## src/rtl/mul_digit_pkg.sv

```systemverilog
// Shared constants, state encoding and digit-shift helper
// for the digit-serial multiplier.
package mul_digit_pkg;

    localparam int WIDTH_DEF = 8;
    localparam int DIGIT     = 2;
    localparam int NDIG      = WIDTH_DEF / DIGIT;

    typedef enum logic [1:0] {
        IDLE = 2'd0,
        RUN  = 2'd1,
        DONE = 2'd2
    } state_t;

    function automatic int digit_shift(input int i, input int j);
        return (i + j) * DIGIT;
    endfunction

endpackage

```

## src/rtl/mul_digit_idx_ctr.sv

```systemverilog
// Nested digit-pair counter: j is the fast index, i advances
// when j wraps; last flags the final (COUNT-1, COUNT-1) pair.
module mul_digit_idx_ctr
    import mul_digit_pkg::*;
#(
    parameter int COUNT = NDIG,
    parameter int IW    = 2
) (
    input  logic          clk,
    input  logic          rst_n,
    input  logic          clr,
    input  logic          en,
    output logic [IW-1:0] i,
    output logic [IW-1:0] j,
    output logic          last
);

    localparam logic [IW-1:0] MAX = IW'(COUNT - 1);

    always_ff @(posedge clk or negedge rst_n) begin
        if (!rst_n) begin
            i <= '0;
            j <= '0;
        end else if (clr) begin
            i <= '0;
            j <= '0;
        end else if (en) begin
            if (j == MAX) begin
                j <= '0;
                i <= (i == MAX) ? '0 : i + 1'b1;
            end else begin
                j <= j + 1'b1;
            end
        end
    end

    assign last = (i == MAX) && (j == MAX);

endmodule

```

## src/rtl/mul_digit_serial_accum.sv

```systemverilog
// Digit-serial NxN unsigned multiplier driving an external 2x2
// digit cell and accumulating shifted digit products.
module mul_digit_serial_accum
    import mul_digit_pkg::*;
#(
    parameter int WIDTH = WIDTH_DEF,
    parameter int DIGIT = 2
) (
    input  logic                 clk,
    input  logic                 rst_n,
    input  logic                 start,
    input  logic [WIDTH-1:0]     A,
    input  logic [WIDTH-1:0]     B,
    output logic [DIGIT-1:0]     mul_a,
    output logic [DIGIT-1:0]     mul_b,
    input  logic [2*DIGIT-1:0]   mul_p,
    output logic                 busy,
    output logic                 done,
    output logic [2*WIDTH-1:0]   P
);

    localparam int ND = WIDTH / DIGIT;
    localparam int IW = (ND > 1) ? $clog2(ND) : 1;
    localparam int PW = 2 * WIDTH;

    state_t            state;
    state_t            state_nx;
    logic [WIDTH-1:0]  a_r;
    logic [WIDTH-1:0]  b_r;
    logic [PW-1:0]     acc;
    logic [PW-1:0]     p_r;
    logic [PW-1:0]     term;
    logic [PW-1:0]     acc_sum;
    logic [IW-1:0]     i;
    logic [IW-1:0]     j;
    logic              last;
    logic              accept;
    logic              run;

    assign accept = (state == IDLE) && start;
    assign run    = (state == RUN);

    mul_digit_idx_ctr #(
        .COUNT (ND),
        .IW    (IW)
    ) u_idx (
        .clk   (clk),
        .rst_n (rst_n),
        .clr   (accept),
        .en    (run),
        .i     (i),
        .j     (j),
        .last  (last)
    );

    always_comb begin
        state_nx = state;
        unique case (state)
            IDLE:    if (start) state_nx = RUN;
            RUN:     if (last) state_nx = DONE;
            DONE:    state_nx = IDLE;
            default: state_nx = IDLE;
        endcase
    end

    // Digit selects come from the registered indices; idle drives zero.
    always_comb begin
        mul_a = '0;
        mul_b = '0;
        if (run) begin
            mul_a = a_r[DIGIT*i +: DIGIT];
            mul_b = b_r[DIGIT*j +: DIGIT];
        end
    end

    assign term    = PW'(mul_p) << digit_shift(int'(i), int'(j));
    assign acc_sum = acc + term;

    always_ff @(posedge clk or negedge rst_n) begin
        if (!rst_n) begin
            state <= IDLE;
            a_r   <= '0;
            b_r   <= '0;
            acc   <= '0;
            p_r   <= '0;
        end else begin
            state <= state_nx;
            if (accept) begin
                a_r <= A;
                b_r <= B;
                acc <= '0;
            end else if (run) begin
                acc <= acc_sum;
                if (last) p_r <= acc_sum;
            end
        end
    end

    assign P    = p_r;
    assign busy = (state != IDLE);
    assign done = (state == DONE);

endmodule
```

## config.mk

```make
export PLATFORM = sky130hd
export DESIGN_NAME = mul_digit_serial_accum
export DESIGN_NICKNAME = d
export VERILOG_FILES = /design/src/rtl/mul_digit_pkg.sv /design/src/rtl/mul_digit_idx_ctr.sv /design/src/rtl/mul_digit_serial_accum.sv
export SDC_FILE = /design/constraint.sdc
export NUM_CORES = 1
export LEC_CHECK = 0
export BUFFER_PORTS_ARGS = -buffer_cell sky130_fd_sc_hd__buf_2
export CAP_MARGIN = 25
export CELL_PAD_IN_SITES_DETAIL_PLACEMENT = 1
export CELL_PAD_IN_SITES_GLOBAL_PLACEMENT = 2
export CORE_MARGIN = 2
export CORE_UTILIZATION = 31
export CTS_CLUSTER_SIZE = 20
export DETAILED_ROUTE_END_ITERATION = 7
export PLACE_DENSITY = 0.84
export SETUP_SLACK_MARGIN = 0.2
export SLEW_MARGIN = 0
export SYNTH_ARGS = -nofsm -noshare
export SYNTH_HDL_FRONTEND = slang
export SYNTH_SLANG_ARGS = --single-unit
```

## constraint.sdc

```tcl
create_clock -name clk -period 3.1 [get_ports clk]
set_clock_uncertainty 0.2 [all_clocks]
set_input_delay 0.62 -clock clk [delete_from_list [all_inputs] [get_ports clk]]
set_output_delay 0.62 -clock clk [all_outputs]
set_load 0.01 [all_outputs]
```

== Yosys cells after proc, flatten, opt, wreduce, memory -nomap -nowiden ==
Index checks and enable logic that the tools add are counted.
Operators by class
  add/sub/neg operators: 4
  equality and inequality tests: 6
  shifts and indexed selects: 3
  muxes and demuxes: 14
  bitwise operators: 1
  reduce and logical (&&, ||, !) cells: 9
Operators by type and width (count)
  $mux 16: 2
  $mux 2: 11
  $add 16x16->16: 1
  $shiftx 8x4->2: 2
  $shl 4x4->16: 1
  $eq 2x2->1 const B: 3
  $reduce_bool 2->1: 3
  $add 2x1->2 const B: 2
  $ne 2x2->1 const B: 2
  $pmux 2 s2: 1
  $reduce_and 2->1: 2
  $add 2x2->3: 1
  $reduce_and 3->1: 1
  $eq 2x1->1 const B: 1
  $logic_and 1x1->1: 2
  $logic_not 2->1: 1
  $not 1->1: 1
Storage, ports and cells
  flip-flop bits (word level): 54
  bits of input ports: 23
  output and inout port bits: 22
  logic and storage cells: 44

== Depth between registers and ports, before layout ==
  depth after elaboration: 5
  depth in mapped cells: 14
  gate-level depth less buffers: 12

== Cells and area by module ==
From an unflattened synthesis, not the netlist that was laid out.
Second synthesis, totals
  cell total of the unflattened synthesis: 341
  area total of the unflattened synthesis: 3120.5 um2
By module, submodules not included
  mul_digit_serial_accum: times used 1, cells an instance 323, area each 2905.3 um2, sequential area each 1251.2 um2
  mul_digit_idx_ctr: times used 1, cells an instance 18, area each 215.2 um2, sequential area each 100.1 um2

== Worst setup path after synthesis ==
No wires, ideal clock.
  path type: reg2reg
  from: register u_idx.i[0]
  to: register acc[12]
  setup time: 0.069 ns
  data arrival time: 3.153 ns
  data required time: 2.831 ns
  path slack: -0.322 ns
  cell stages (with the launch flop): 13
  path buffers: 0
  clock period less this slack: 3.422 ns
  path through: dfrtp_1 > ha_1 > inv_1 > fa_1 > and2_1 > a22oi_1 > nor2b_1 > ha_1 > a21o_4 > a221oi_4 > o21bai_2 > or3_1 > nand3_1
Between the ends
  cells in the longest elaborated chain, start to end: 5
Ends and longest elaborated chain
  from (decl): RTL line mul_digit_idx_ctr.sv:13  | output logic [IW-1:0] i,
  from (signal assigned): RTL line mul_digit_idx_ctr.sv:30  | i <= (i == MAX) ? '0 : i + 1'b1;
  $add 2x2->3: RTL line mul_digit_pkg.sv:16  | return (i + j) * DIGIT;
  $shl 4x4->16: RTL line mul_digit_serial_accum.sv:76  | assign term = PW'(mul_p) << digit_shift(int'(i), int'(j));
  $add 16x16->16: RTL line mul_digit_serial_accum.sv:77  | assign acc_sum = acc + term;
  $mux 16: RTL line mul_digit_serial_accum.sv:92  | end else if (run) begin
  $mux 16: RTL line mul_digit_serial_accum.sv:88  | if (accept) begin
  to (signal assigned): RTL line mul_digit_serial_accum.sv:93  | acc <= acc_sum;
  to (decl): RTL line mul_digit_serial_accum.sv:30  | logic [PW-1:0] acc;
No other way between the ends. The select of a mux whose other input is x is not followed.
A chain may end at the register's enable or synchronous reset.

== Final worst setup path ==
  from: register u_idx.j[0]
  to: register p_r[12] (netlist: P[12])
Between the ends
  cells in the longest elaborated chain, start to end: 3
  elaborated cells on any way between the ends: 6
  classes of those cells: 2 x add/sub; 1 x eq/ne; 1 x shift; 2 x reduce/logical
Ends and longest elaborated chain
  from (decl): RTL line mul_digit_idx_ctr.sv:14  | output logic [IW-1:0] j,
  from (signal assigned): RTL line mul_digit_idx_ctr.sv:32  | j <= j + 1'b1;
  $add 2x2->3 / $eq 2x2->1 (equally long branches): RTL line mul_digit_pkg.sv:16, mul_digit_idx_ctr.sv:37
  $shl 4x4->16 / $logic_and 1x1->1 (equally long branches): RTL line mul_digit_serial_accum.sv:76, mul_digit_idx_ctr.sv:37
  $add 16x16->16 / $reduce_and 3->1 (equally long branches)
  to (signal assigned): RTL line mul_digit_serial_accum.sv:94  | if (last) p_r <= acc_sum;
  to (decl): RTL line mul_digit_serial_accum.sv:31  | logic [PW-1:0] p_r;
Parallel ways exist; a longest one is shown, timed or not.

==> results.toml <==
[drt]
routed_via_density = 5.11
route.antenna.remaining_nets = 0
vias = 3140
total_wire_length_um = 10800
dr.pass1.iters = 4
route.detailed.wl_per_inst_um = 17.6
detail_route.drc_violations = 0
number_of_violations_reported_at_the_end_of_detailed_routing_iteration_0 = 133

[synthesis]
ys_top_cells_by_count = "nand2_1, dfrtp_1, nand3_1"
netlist_top_cells_area = "dfrtp_1, nand2_1, ha_1"
fraction_of_post_synthesis_cell_area_in_the_top_cell_type_by_area_pct = 41.3
synth_top_flop_cell = "dfrtp_1"
count_leader_synth = "nand2_1"
syn-num-nets = 423
synth_top_cell_by_area = "dfrtp_1"
syn-instance-count = 380
seq_total_area_yosys_pct = 41.3
ys_ff_latch = 54
synthesis.area_per_instance_sq_um = 8.61
synth_area_sq_mm = 0.00327
synth-edff-count = 0
yosys.cell_types.count = 41
yosysWarningCount = 0
async_reset_ff_share_pct = 100

[setup_path]
critPathCaptureType = "register"
path_cells = "ha_4, inv_2, fa_2, and2_4, a22oi_2, nor2b_1, ha_1, a21o_4, a221oi_4, buf_6, o21bai_4, or3_1, nand3_1"
crit_arrival_ns = 3.42
max_stage_delay_ns = 0.47
crit_type = "reg2reg"
critical_path.max_fanout = 6
timing.critical_path.slowest_stage_cell = "fa_2"
required_ns = 3.16
crit_path_start_kind = "register"
reg2regPathDepth = 13

[layout]
nNetsFinal = 521
antenna-diode-count = 0
drive_above_1_share_pct = 39.2
layout-area-overhead-vs-synth_pct = 41.3

[place]
place.detailed.hpwl_um = 7090
io_buffers = 44
place.gp.congestion = 0.841

[die]
placement_rows = 37
die-width_um = 107
initial_core_util_pct = 31.8
die-area_sq_mm = 0.0114
die_h_um = 107
io-pin-count = 45
floorplan.core_area_sq_mm = 0.0103

[global_routing]
first_pass_grt_wire_length_um = 17100
grt_start_max_net_pins = 33
initial_antenna_violation_count = 0
global_route.usage.total_pct = 18.9
globalRouteOverflowTotal = 0
vias_in_the_first_global_route = 3493

[timing]
final_worst_slack_ns = -0.264
final_setup_violations = 20
timing.final.crit_period_ns = 3.36
slew_violations = 0
fin_tns_setup_ns = -3.55
fin_hold_ws_ns = 0.114
hold_viol = 0
slew_headroom_pct = 50.4
timing_worst_slew_pin_value_ns = 0.743
grt_setup_unrepaired = "yes"
clock.fmax_ghz = 0.297
period_share_pct = 109

[clock_network]
max-clock-path-buffers = 2
numClockSinks = 54
worst_setup_hold_path_clk_slew_ns = 0.11
tritoncts = "yes"
clkLatencyLatePin_ns = 0.33
cts.root.buffer_cell = "clkbuf_8"
cts_buffers = 5
ctsHtreeMaxLevel = 2
hold_buffers = 0

[job]
drv.max_cap_violation_count = 0

[status]
failed_checks = "setup timing"
outcome = "finished, violations left"

[worst_hold_path]
min_path_type = "in2async"
per-layer routing:
metal | global-route usage, % | up-vias | part of all wire (%)
met5 | 0 | - | 0
met4 | 5.75 | 0 | 1.7
met3 | 3.22 | 15 | 2.6
met2 | 33.9 | 60 | 53
met1 | 23.1 | 1551 | 42
li1 | - | 1514 | -
cell type report:
cell class | count | area [sq um]
Tap cell | 136 | 170
Inverter | 7 | 26.3
Timing Repair Buffer | 111 | 781
Clock inverter | 3 | 25.0
Multi-Input combinational cell | 299 | 2200
Fill cell | 1240 | 5650
Clock buffer | 5 | 68.8
Sequential cell | 54 | 1350
worst paths after layout:
check	slack, ns	from	to
min reg2reg	0.28	P[1]	P[1]
max reg2reg	-0.26	u_idx.j[0]	P[12]
min	0.11	rst_n	acc[3]
max in group asynchronous	2.00	rst_n	P[12]
max	-0.26	u_idx.j[0]	P[12]
min in group clk	0.27	A[7]	a_r[7]
cells by family (layout without fill, tap and decap cells):
kind of cell             count (synthesis)  count (layout)  synth area share [%]
AO/OA/AOI/OAI                           74              74                  15.0
XOR/XNOR                                 9               9                  2.41
adder cells (fa/ha/maj)                 20              20                  8.11
buffers and inverters                   27             126                  3.25
flip-flops                              54              54                  41.3
multiplexers                             8               8                  3.98
AND/OR/NAND/NOR                        188             188                  25.9
sequential cells by signal (all words and copies together), names as in the netlist:
register and cells:
u_idx.j 2, acc 16, state 2, a_r 8
u_idx.i 2, P 16, b_r 8
cells in the final DEF (no fill, tap or decap), types with 3 or more instances in the layout:
cell	Yosys	final
nor2_2	0	7
a21o_1	5	4
and2_4	0	3
o21a_1	3	3
o21ai_0	31	11
nand2_1	87	84
o21ai_1	0	13
a21oi_4	0	3
clkbuf_8	0	5
buf_6	0	12
xor2_2	0	3
dfrtp_1	54	52
nor2_4	0	3
a21oi_1	13	4
nand2b_1	5	5
ha_1	18	12
nor2_1	25	15
o21ai_2	0	5
ha_4	0	5
a211o_1	6	6
inv_1	7	6
buf_4	0	54
a21oi_2	0	6
buf_2	3	44
and2_1	9	6
nor2b_1	5	5
mux2i_1	4	4
nor3_1	6	5
nand4_1	11	11
mux4_2	4	4
nand3_1	33	31
worst max-delay path, delay by kind of cell, from the launching register on:
kind / cells / cell delay [ns]
AO/OA/AOI/OAI: 4 / 0.76
AND/OR/NAND/NOR: 4 / 0.67
buffers and inverters: 2 / 0.21
flip-flops: 1 / 0.44
adder cells (fa/ha/maj): 3 / 0.99
through the flow:
step | setup slack [ns] | instances | utilization, % | instance area [sq um]
after global routing | -0.379 | 615 | 45.0 | 4620
after CTS | -0.232 | 609 | 42.9 | 4410
final | -0.264 | 615 | 45.0 | 4620
after global placement | -0.275 | 592 | 39.3 | 4040
after floorplan | -0.121 | 380 | - | 3330
after detailed placement | -0.384 | 592 | 39.3 | 4040
what timing repair did:
item                                    4_1_cts  5_1_grt
pin swaps                                    20       25
endpoints found under the setup margin       24       26
resized for setup                            51       37
setup buffers                                 9        6
Power is left out: the tool's default activity adds up to more than one toggle a clock period on the data nets, which glitch-free logic cannot reach.
